$ cat config.mk
export PLATFORM = sky130hd
export DESIGN_NAME = udp_rx_parser
export DESIGN_NICKNAME = d
export VERILOG_FILES = /design/src/rtl/udp_rx_parser.sv
export SDC_FILE = /design/constraint.sdc
export NUM_CORES = 1
export LEC_CHECK = 0
export CAP_MARGIN = 20
export CORE_MARGIN = 1.5
export CORE_UTILIZATION = 57
export DETAILED_ROUTE_END_ITERATION = 7
export GPL_ROUTABILITY_DRIVEN = 0
export PLACE_DENSITY = 0.95
export SLEW_MARGIN = 0
export SYNTH_ARGS = -nofsm -noshare
export SYNTH_HDL_FRONTEND = slang
export SYNTH_SLANG_ARGS = --single-unit
export TNS_END_PERCENT = 5
$ cat constraint.sdc
create_clock -name aclk -period 5.1 [get_ports aclk]
set_input_delay 1.02 -clock aclk [delete_from_list [all_inputs] [get_ports aclk]]
set_output_delay 1.02 -clock aclk [all_outputs]
set_load 0.01 [all_outputs]
$ cat src/rtl/udp_rx_parser.sv
// UDP receive parser: checks MAC/IPv4/UDP headers of an 8-bit AXIS frame and repacks
// the UDP payload into MSB-first 32-bit words for the application.
module udp_rx_parser #(
  parameter bit ACCEPT_BCAST = 1'b1,
  parameter bit DEBUG        = 1'b0
) (
  input  logic        aclk,
  input  logic        aresetn,
  input  logic [31:0] local_IP_in,
  input  logic [47:0] local_MAC_in,
  input  logic [15:0] local_port_in,
  input  logic [7:0]  axis_tdata_in,
  input  logic        axis_tvalid_in,
  input  logic        axis_tlast_in,
  output logic        axis_tready_out,
  output logic [31:0] udp_to_app_data,
  output logic [3:0]  udp_to_app_keep,
  output logic        udp_to_app_valid,
  output logic        udp_to_app_last,
  output logic        udp_to_app_err,
  input  logic        udp_from_app_ready,
  output logic [31:0] src_ip_out,
  output logic [15:0] src_port_out,
  output logic [15:0] good_cnt,
  output logic [15:0] drop_cnt
);

  // state   | meaning
  // S_HDR   | counting header bytes 0..41, checking fields on the fly
  // S_PAYLOAD | packing UDP payload bytes into output words
  // S_TAIL  | discarding Ethernet pad after the datagram until tlast
  // S_DROP  | discarding a rejected frame until tlast
  typedef enum logic [1:0] {S_HDR, S_PAYLOAD, S_TAIL, S_DROP} state_t;

  state_t      state_q, state_d;
  logic [5:0]  byte_cnt_q, byte_cnt_d;
  logic        bad_q, bad_d;
  logic        mac_bad_q, mac_bad_d;
  logic        bc_bad_q, bc_bad_d;
  logic [15:0] len_q, len_d;
  logic [15:0] rem_q, rem_d;
  logic [31:0] hdr_ip_q, hdr_ip_d;
  logic [15:0] hdr_port_q, hdr_port_d;
  logic [31:0] src_ip_q, src_ip_d;
  logic [15:0] src_port_q, src_port_d;
  logic [31:0] acc_q, acc_d;
  logic [1:0]  acc_n_q, acc_n_d;
  logic [31:0] data_q, data_d;
  logic [3:0]  keep_q, keep_d;
  logic        valid_q, valid_d;
  logic        last_q, last_d;
  logic        err_q, err_d;
  logic [15:0] good_q, good_d;
  logic [15:0] drop_q, drop_d;

  logic        accept;
  logic        hdr_bad;
  logic        chk_en, mac_en;
  logic [7:0]  exp_byte, mac_byte;
  logic [31:0] word_ins;

  if (DEBUG) begin : g_debug
  end

  function automatic logic [3:0] keep_of(input logic [1:0] n);
    case (n)
      2'd0:    keep_of = 4'b1000;
      2'd1:    keep_of = 4'b1100;
      2'd2:    keep_of = 4'b1110;
      default: keep_of = 4'b1111;
    endcase
  endfunction

  assign axis_tready_out = (state_q == S_DROP || state_q == S_TAIL) ? 1'b1
                         : (!valid_q || udp_from_app_ready);
  assign accept  = axis_tvalid_in && axis_tready_out;
  assign hdr_bad = bad_q || (mac_bad_q && (bc_bad_q || !ACCEPT_BCAST));

  always_comb begin
    chk_en   = 1'b1;
    exp_byte = 8'h00;
    case (byte_cnt_q)
      6'd12:   exp_byte = 8'h08;
      6'd13:   exp_byte = 8'h00;
      6'd14:   exp_byte = 8'h45;
      6'd23:   exp_byte = 8'h11;
      6'd30:   exp_byte = local_IP_in[31:24];
      6'd31:   exp_byte = local_IP_in[23:16];
      6'd32:   exp_byte = local_IP_in[15:8];
      6'd33:   exp_byte = local_IP_in[7:0];
      6'd36:   exp_byte = local_port_in[15:8];
      6'd37:   exp_byte = local_port_in[7:0];
      default: chk_en = 1'b0;
    endcase
  end

  always_comb begin
    mac_en   = 1'b1;
    mac_byte = 8'h00;
    case (byte_cnt_q)
      6'd0:    mac_byte = local_MAC_in[47:40];
      6'd1:    mac_byte = local_MAC_in[39:32];
      6'd2:    mac_byte = local_MAC_in[31:24];
      6'd3:    mac_byte = local_MAC_in[23:16];
      6'd4:    mac_byte = local_MAC_in[15:8];
      6'd5:    mac_byte = local_MAC_in[7:0];
      default: mac_en = 1'b0;
    endcase
  end

  always_comb begin
    word_ins = acc_q;
    case (acc_n_q)
      2'd0:    word_ins[31:24] = axis_tdata_in;
      2'd1:    word_ins[23:16] = axis_tdata_in;
      2'd2:    word_ins[15:8]  = axis_tdata_in;
      default: word_ins[7:0]   = axis_tdata_in;
    endcase
  end

  always_comb begin
    state_d    = state_q;
    byte_cnt_d = byte_cnt_q;
    bad_d      = bad_q;
    mac_bad_d  = mac_bad_q;
    bc_bad_d   = bc_bad_q;
    len_d      = len_q;
    rem_d      = rem_q;
    hdr_ip_d   = hdr_ip_q;
    hdr_port_d = hdr_port_q;
    src_ip_d   = src_ip_q;
    src_port_d = src_port_q;
    acc_d      = acc_q;
    acc_n_d    = acc_n_q;
    data_d     = data_q;
    keep_d     = keep_q;
    valid_d    = valid_q;
    last_d     = last_q;
    err_d      = err_q;
    good_d     = good_q;
    drop_d     = drop_q;

    if (valid_q && udp_from_app_ready) valid_d = 1'b0;

    case (state_q)
      S_HDR: begin
        if (accept) begin
          byte_cnt_d = byte_cnt_q + 6'd1;
          if (mac_en && axis_tdata_in != mac_byte) mac_bad_d = 1'b1;
          if (mac_en && axis_tdata_in != 8'hFF)    bc_bad_d  = 1'b1;
          if (chk_en && axis_tdata_in != exp_byte) bad_d     = 1'b1;
          case (byte_cnt_q)
            6'd26: hdr_ip_d[31:24]  = axis_tdata_in;
            6'd27: hdr_ip_d[23:16]  = axis_tdata_in;
            6'd28: hdr_ip_d[15:8]   = axis_tdata_in;
            6'd29: hdr_ip_d[7:0]    = axis_tdata_in;
            6'd34: hdr_port_d[15:8] = axis_tdata_in;
            6'd35: hdr_port_d[7:0]  = axis_tdata_in;
            6'd38: len_d[15:8]      = axis_tdata_in;
            6'd39: begin
              len_d[7:0] = axis_tdata_in;
              if ({len_q[15:8], axis_tdata_in} < 16'd8) bad_d = 1'b1;
            end
            default: ;
          endcase
          if (byte_cnt_q == 6'd41) begin
            byte_cnt_d = 6'd0;
            bad_d      = 1'b0;
            mac_bad_d  = 1'b0;
            bc_bad_d   = 1'b0;
            if (hdr_bad) begin
              drop_d  = drop_q + 16'd1;
              state_d = axis_tlast_in ? S_HDR : S_DROP;
            end else begin
              src_ip_d   = hdr_ip_q;
              src_port_d = hdr_port_q;
              if (len_q == 16'd8) begin
                good_d  = good_q + 16'd1;
                state_d = axis_tlast_in ? S_HDR : S_TAIL;
              end else if (axis_tlast_in) begin
                // header complete but no payload arrived: empty truncated word
                data_d  = 32'h0;
                keep_d  = 4'b0000;
                valid_d = 1'b1;
                last_d  = 1'b1;
                err_d   = 1'b1;
                drop_d  = drop_q + 16'd1;
                state_d = S_HDR;
              end else begin
                rem_d   = len_q - 16'd8;
                acc_d   = 32'h0;
                acc_n_d = 2'd0;
                state_d = S_PAYLOAD;
              end
            end
          end else if (axis_tlast_in) begin
            byte_cnt_d = 6'd0;
            bad_d      = 1'b0;
            mac_bad_d  = 1'b0;
            bc_bad_d   = 1'b0;
            drop_d     = drop_q + 16'd1;
          end
        end
      end

      S_PAYLOAD: begin
        if (accept) begin
          rem_d = rem_q - 16'd1;
          if (acc_n_q == 2'd3 || rem_q == 16'd1 || axis_tlast_in) begin
            data_d  = word_ins;
            keep_d  = keep_of(acc_n_q);
            valid_d = 1'b1;
            last_d  = (rem_q == 16'd1) || axis_tlast_in;
            err_d   = (rem_q != 16'd1) && axis_tlast_in;
            acc_d   = 32'h0;
            acc_n_d = 2'd0;
          end else begin
            acc_d   = word_ins;
            acc_n_d = acc_n_q + 2'd1;
          end
          if (rem_q == 16'd1) begin
            good_d  = good_q + 16'd1;
            state_d = axis_tlast_in ? S_HDR : S_TAIL;
          end else if (axis_tlast_in) begin
            drop_d  = drop_q + 16'd1;
            state_d = S_HDR;
          end
        end
      end

      S_TAIL, S_DROP: begin
        if (accept && axis_tlast_in) state_d = S_HDR;
      end

      default: state_d = S_HDR;
    endcase
  end

  always_ff @(posedge aclk or negedge aresetn) begin
    if (!aresetn) begin
      state_q    <= S_HDR;
      byte_cnt_q <= 6'd0;
      bad_q      <= 1'b0;
      mac_bad_q  <= 1'b0;
      bc_bad_q   <= 1'b0;
      len_q      <= 16'h0;
      rem_q      <= 16'h0;
      hdr_ip_q   <= 32'h0;
      hdr_port_q <= 16'h0;
      src_ip_q   <= 32'h0;
      src_port_q <= 16'h0;
      acc_q      <= 32'h0;
      acc_n_q    <= 2'd0;
      data_q     <= 32'h0;
      keep_q     <= 4'h0;
      valid_q    <= 1'b0;
      last_q     <= 1'b0;
      err_q      <= 1'b0;
      good_q     <= 16'h0;
      drop_q     <= 16'h0;
    end else begin
      state_q    <= state_d;
      byte_cnt_q <= byte_cnt_d;
      bad_q      <= bad_d;
      mac_bad_q  <= mac_bad_d;
      bc_bad_q   <= bc_bad_d;
      len_q      <= len_d;
      rem_q      <= rem_d;
      hdr_ip_q   <= hdr_ip_d;
      hdr_port_q <= hdr_port_d;
      src_ip_q   <= src_ip_d;
      src_port_q <= src_port_d;
      acc_q      <= acc_d;
      acc_n_q    <= acc_n_d;
      data_q     <= data_d;
      keep_q     <= keep_d;
      valid_q    <= valid_d;
      last_q     <= last_d;
      err_q      <= err_d;
      good_q     <= good_d;
      drop_q     <= drop_d;
    end
  end

  assign udp_to_app_data  = data_q;
  assign udp_to_app_keep  = keep_q;
  assign udp_to_app_valid = valid_q;
  assign udp_to_app_last  = last_q;
  assign udp_to_app_err   = err_q;
  assign src_ip_out       = src_ip_q;
  assign src_port_out     = src_port_q;
  assign good_cnt         = good_q;
  assign drop_cnt         = drop_q;

endmodule

==> key figures, run 1 <==
Place
  • Input/output buffers: 228
  • Placed Area: roughly 14000 µm²
  • HPWL after DPL: 22330 µm
  • Setup WS pre-CTS: 1252 ps

Synthesis
  • Post-Syn Area: 12010 µm²
  • Post-synth EDFFs: 0
  • Syn avg cell area: 11.20 µm²
  • Syn Inst Count: 1072
  • Seq/Total Area, Yosys: 50.84%
  • Ys async rst share: 100.0%
  • Synth unique cells: 72
  • Synthesized flop and latch total: 244
  • Syn nets: 1194
  • Ys Warns: 0
  • Ys flop type: dfrtp_1

Floorplanning
  • Rows: 52
  • Initial Utilization: between 50% and 60%
  • Die H: 148.2 µm
  • I/O pin count: ~230
  • Die extent in x: ~150 µm
  • Die area: 21950 µm²
  • Core area: 20430 µm²

Timing
  • Clock Skew: 10.55 ps
  • Final setup vio count: 0
  • RSZ-0062 raised after global routing: no
  • Total negative slack: 0 ps
  • Final Hold Fails: 0
  • Min Tclk post-route: 3839 ps
  • Relative slew slack: 26.39%
  • Least-Margin Pin Slew: around 1100 ps
  • Max Fclk: 260.5 MHz
  • Final Max Tran Viols: 0
  • Final worst path period share: 75.28%
  • Final setup margin: 1261 ps

Route
  • Vias post-DR: 9973
  • Vias per cell: 6.418
  • Drt wl/cell: 22.36 µm
  • DRT Wirelength: 34740 µm
  • Router iterations before antenna repair: 7
  • Initial DRC Count: 1338
  • Post-route DRC violation count: 0
  • ANT nets after route: 0

GRT
  • Largest net degree at the start of global routing: 131
  • First-pass GRT wire length: 55140 µm
  • Total congestion overflow: 0
  • Vias in the first global route: 10100
  • Initial antenna violation count: 0
  • GRT Util Overall: roughly a third

Clock network
  • Max Root-Sink Buffers: 3
  • H-tree levels: 1
  • TritonCTS Buffers: 25
  • Sink Count: 244
  • Clock-pin slew on the worst setup and hold paths: 70 ps
  • # hold bufs at CTS: 0
  • CTS tree: done
  • Post-CTS Setup Inserts: 0
  • Post-CTS Resized: 0
  • Root Driver: clkbuf_16
  • Worst skew pair latency: roughly 520 ps

Setup path
  • Critical path type: flop to flop
  • Required time worst endpoint: 5500 ps
  • Worst setup SP type: flop
  • CP endpoint kind: flop
  • WP data arrival: 4240 ps
  • Crit-path max FO: 16

Final layout
  • Register Area: 6106 µm²
  • Final Util: 75.13%
  • Nets@finish: 1388
  • Multi-input logic area: 5505 µm²
  • Antenna Diode Count: 0
  • Layout area overhead: 27.80%
  • Layout cells sized above 1: between 10% and 20%
  • Commonest non-fill, non-tap cell in the layout: dfrtp_1
  • Leading cell types in the layout, fill and taps excluded: 244 x dfrtp_1, 227 x clkdlybuf4s50_1, 108 x mux2_2
  • Final Cell Area: 15350 µm²
  • FILL cells: ~1300

Power
  • Pleak: 6.712 nW
  • Peak VDD IR: around 0.28 mV
  • Power Dens Cells: 332.9 nW/µm²

Flow run
  • Max Cap Viol: 0

Status
  • Status: finished clean

Min path
  • Worst hold path class: flop to flop
[power by group]
part           switching (mW)  internal (mW)
Sequential             0.0905           2.00
Clock                   0.802           1.21
Combinational           0.600          0.403
Total                    1.49           3.62
[final cells by class]
| type | count | share of cell area [%] |
|---|---|---|
| clock inverter | 15 | 1.418 |
| sequential | 244 | 39.78 |
| clock buffer | 30 | 4.459 |
| multi-input combinational | 731 | 35.87 |
| timing repair buffer | 243 | 15.76 |
| tap | 270 | 2.201 |
| inverter | 21 | 0.5135 |
[cells by family after synthesis]
| group | Yosys count | share of synthesized area [%] |
|---|---|---|
| AO/OA/AOI/OAI | 221 | 13.05 |
| multiplexers | 148 | 13.46 |
| buffers and inverters | 97 | 3.480 |
| XOR/XNOR | 50 | 3.646 |
| adder cells (fa/ha/maj) | 13 | 1.354 |
| flip-flops | 244 | 50.84 |
| AND/OR/NAND/NOR | 299 | 14.17 |
[critical path, stage by stage (launching register included)]
cell and delay (ps):
dfrtp_1 420, inv_1 110, ha_1 620, nand3b_1 310, nor3_1 510, o21ai_2 210, a21oi_1 900, o21ai_2 310
a32o_1 320
[Yosys cell counts, types with 3 or more instances]
master,number,share of area (%)
dfrtp_1,244,51
mux2_2,108,10
nand2_1,80,2.5
clkbuf_1,48,1.5
o21ai_0,43,1.8
mux2i_1,40,3.3
nor2_1,40,1.3
xnor2_1,39,2.8
o31ai_1,37,2.3
nand3_1,35,1.5
a21oi_1,34,1.4
a32o_1,26,2.2
buf_2,22,0.92
inv_1,21,0.66
a22oi_1,19,1.2
nand4_1,19,0.99
and3_1,18,0.94
nor2b_1,16,0.83
nor3_1,16,0.67
ha_1,13,1.4
nor4_1,12,0.63
nand2b_1,11,0.57
xor2_1,11,0.80
and4_1,9,0.66
o22ai_1,8,0.42
a211oi_1,7,0.44
a31oi_1,7,0.36
nand3b_1,6,0.38
or4_1,6,0.38
a221oi_1,5,0.36
nor4_4,5,0.89
a222oi_1,4,0.33
nor3_2,4,0.33
o21ai_2,4,0.29
a21o_1,3,0.19
and2_1,3,0.16
buf_6,3,0.28
o22a_1,3,0.22
or3_1,3,0.16
[metal layers]
| metal | wire length [µm] | GRT usage [%] |
|---|---|---|
| met4 | 1402 | 11.09 |
| met3 | 3160 | 6.135 |
| met1 | 13510 | 41.71 |
| met2 | 16670 | 53.01 |
| met5 | 0 | 0 |
[stage by stage]
stage	cells	hold slack, ps	power (mW)
2_1_floorplan	1072	444.4	2.730
3_3_place_gp	1507	457.4	3.050
3_5_place_dp	1507	469.8	3.086
4_1_cts	1552	485.1	5.083
5_1_grt	1554	492.7	5.285
6_report	1554	479.5	5.111
[worst paths after layout]
kind	from	slack (ps)	cells after the start	end
max	byte_cnt_q[1]$_DFFE_PN0P_	1260	8	acc_q[26]$_DFFE_PN0P_
min	udp_to_app_data[5]$_DFFE_PN0P_	480	2	udp_to_app_data[5]$_DFFE_PN0P_
max reg2reg	byte_cnt_q[1]$_DFFE_PN0P_	1260	8	acc_q[26]$_DFFE_PN0P_
min reg2reg	udp_to_app_data[5]$_DFFE_PN0P_	480	2	udp_to_app_data[5]$_DFFE_PN0P_
max in group asynchronous	aresetn	3370	2	src_port_out[11]$_DFFE_PN0P_
min in group asynchronous	aresetn	600	1	udp_to_app_data[3]$_DFFE_PN0P_
[registers in the layout, summed over array words and instances (netlist names), 2 cells and up]
name,cells
acc_q,32
hdr_ip_q,32
src_ip_out,32
udp_to_app_data,32
drop_cnt,16
good_cnt,16
hdr_port_q,16
len_q,16
rem_q,16
src_port_out,16
byte_cnt_q,6
udp_to_app_keep,4
acc_n_q,2
state_q,2
Power figures use the tool's default switching activity.
==> run 2, diff against run 1 <==
- CORE_UTILIZATION: 57 -> 48
- PLACE_DENSITY: 0.95 -> 0.88
- clock period: 5.1 -> 3.5 ns (I/O delays scaled with it)
==> run 2 against run 1 <==
Net effect:
- via count is 0.23% lower
- sequential share of layout area is 0.41 points lower
- first-iteration DRC count decreased by 16%
- register-to-register slack got worse by 550 ps
- die area increased by 18%
- fmax grew 38%
- combinational power up 47%
- setup slack got worse by 550 ps
- clock power rose by 36%
- clock skew barely moved
- critical path type unchanged
- largest power group unchanged
==> key figures, run 2 (same netlist as run 1, synthesis figures left out) <==
Route
  • Drt wl/cell: 20.97 µm (-6.2%)
  • Metal-1 WL: 13700 µm (+1.5%)
  • Highest Signal Layer: met4
  • Vias post-DR: 9950 (-0.23%)
  • DRT Wirelength: 34040 µm (-2.0%)
  • ANT nets after route: 0 (unchanged)
  • Post-route DRC violation count: 0 (unchanged)
  • Initial DRC Count: 1129 (-16%)
  • Router iterations before antenna repair: 8 (+1)
  • Metal2 WL: 15960 µm (-4.3%)
  • Met3 routed WL: 3080 µm (-2.5%)
  • Vias per cell: 6.131 (-4.5%)

Floorplanning
  • Die area: 25980 µm² (+18%)
  • Die H: 161.2 µm (+8.8%)
  • Initial Utilization: 49.10% (-9.7 points)
  • Rows: 57 (+9.6%)
  • Core area: 24460 µm² (+20%)
  • Die extent in x: 161.2 µm (+8.8%)
  • I/O pin count: 229 (unchanged)

Setup path
  • WP data arrival: 3240 ps (-1000 ps)
  • Worst setup SP type: flop
  • CP endpoint kind: flop
  • Crit-path max FO: 26 (+10)
  • Required time worst endpoint: 3950 ps (-1550 ps)
  • Critical path type: flop to flop

Timing
  • Min Tclk post-route: 2790 ps (-1049 ps)
  • RSZ-0062 raised after global routing: no
  • Final Hold Fails: 0 (unchanged)
  • Final Max Tran Viols: 0 (unchanged)
  • Total negative slack: 0 ps (unchanged)
  • Final setup vio count: 0 (unchanged)
  • Final worst path period share: 79.73% (+4.5 points)
  • Clock Skew: 10.27 ps (-0.2785 ps)
  • Max Fclk: 358.4 MHz (+38%)
  • Relative slew slack: 43.07% (+17 points)
  • Worst hold margin: 174.9 ps (-304.6 ps)
  • Least-Margin Pin Slew: 853.9 ps (-250.2 ps)

Clock network
  • H-tree levels: 1 (unchanged)
  • Max Root-Sink Buffers: 3 (unchanged)
  • TritonCTS Buffers: 25 (unchanged)
  • Clock-pin slew on the worst setup and hold paths: 60 ps (about the same)
  • Post-CTS Setup Inserts: 0 (unchanged)
  • Worst skew pair latency: 520 ps (about the same)
  • Root Driver: clkbuf_16
  • CTS tree: done
  • Post-CTS Resized: 0 (unchanged)
  • Sink Count: 244 (unchanged)
  • # hold bufs at CTS: 0 (unchanged)

Power
  • Peak VDD IR: 0.3277 mV (+19%)
  • Power consumption: 7.281 mW (+42%)
  • Power Dens Cells: 469.5 nW/µm² (+41%)
  • Pleak: 6.788 nW (+1.1%)

GRT
  • Total congestion overflow: 0 (unchanged)
  • First-pass GRT wire length: 54400 µm (-1.4%)
  • Initial antenna violation count: 0 (unchanged)
  • Vias in the first global route: 10020 (-0.75%)
  • Largest net degree at the start of global routing: 82 (-37%)
  • GRT Util Overall: 26.11% (-5.7 points)

Place
  • Placed Area: 14660 µm² (+1.7%)
  • Placed cell count: 1580 (+4.8%)
  • HPWL after DPL: 23630 µm (+5.8%)
  • Input/output buffers: 228 (unchanged)

Status
  • Status: finished clean

Final layout
  • Layout area overhead: 29.14%
  • Commonest non-fill, non-tap cell in the layout: dfrtp_1
  • Antenna Diode Count: 0 (unchanged)
  • Final std cells w/o fill: 1623 (+4.4%)
  • Final Cell Area: 15510 µm² (+1.0%)
  • Nets@finish: 1405 (+1.2%)
  • Leading cell types in the layout, fill and taps excluded: 244 x dfrtp_1, 227 x clkdlybuf4s50_1, 108 x mux2_2
  • Layout cells sized above 1: 16.09% (+0.82 points)

Min path
  • Worst hold path class: input pin to async pin

Flow run
  • Max Cap Viol: 0 (unchanged)
-- run 2: where the power goes --
part           leakage, nW  total, mW  internal [mW]  switching [mW]
clock network        0.417       2.75           1.66            1.09
registers             3.37       3.06           2.92           0.142
logic                 3.00       1.47          0.599           0.875
total                 6.79       7.28           5.17            2.11
-- run 2: path summary, 6_finish.rpt --
kind	endpoint	slack (ps)	cells past startpoint	startpoint
max	acc_q[12]$_DFFE_PN0P_	710	8	byte_cnt_q[1]$_DFFE_PN0P_
min	udp_to_app_data[13]$_DFFE_PN0P_	170	1	aresetn
min reg2reg	udp_to_app_data[4]$_DFFE_PN0P_	480	2	udp_to_app_data[4]$_DFFE_PN0P_
min in group aclk	udp_to_app_data[4]$_DFFE_PN0P_	480	2	udp_to_app_data[4]$_DFFE_PN0P_
max reg2reg	acc_q[12]$_DFFE_PN0P_	710	8	byte_cnt_q[1]$_DFFE_PN0P_
max in group asynchronous	drop_cnt[15]$_DFFE_PN0P_	2410	2	aresetn
-- run 2: final cells by class --
class,count,area [µm²]
clock buffer,34,719.4
clock inverter,9,130.1
fill,1801,8952
inverter,21,78.83
multi-input combinational,731,5505
sequential,244,6106
tap,324,405.4
timing repair buffer,260,2565
-- run 2: metal layers --
metal  track usage [%]  vias up
met2             42.46      550
met5                 0        -
li1                  -     4378
met4             9.343        0
met1             34.67     4903
met3             5.496      119
-- run 2: worst max-delay path, cell delays in order (launching register included) --
cell and delay (ps):
dfrtp_1 420, inv_1 110, ha_1 180, nand3b_1 250, nor3_1 480, o21ai_2 200, a21o_1 420, nor2_8 420
a32o_1 230
-- run 2: stage by stage --
stage | setup WS (ps) | util, %
final | 709.5 | 63.40
after floorplan | 1327 | -
after detailed placement | 628.6 | 59.93
after CTS | 746.3 | 63.40
after global routing | 568.6 | 63.40
after global placement | 676.0 | 59.93
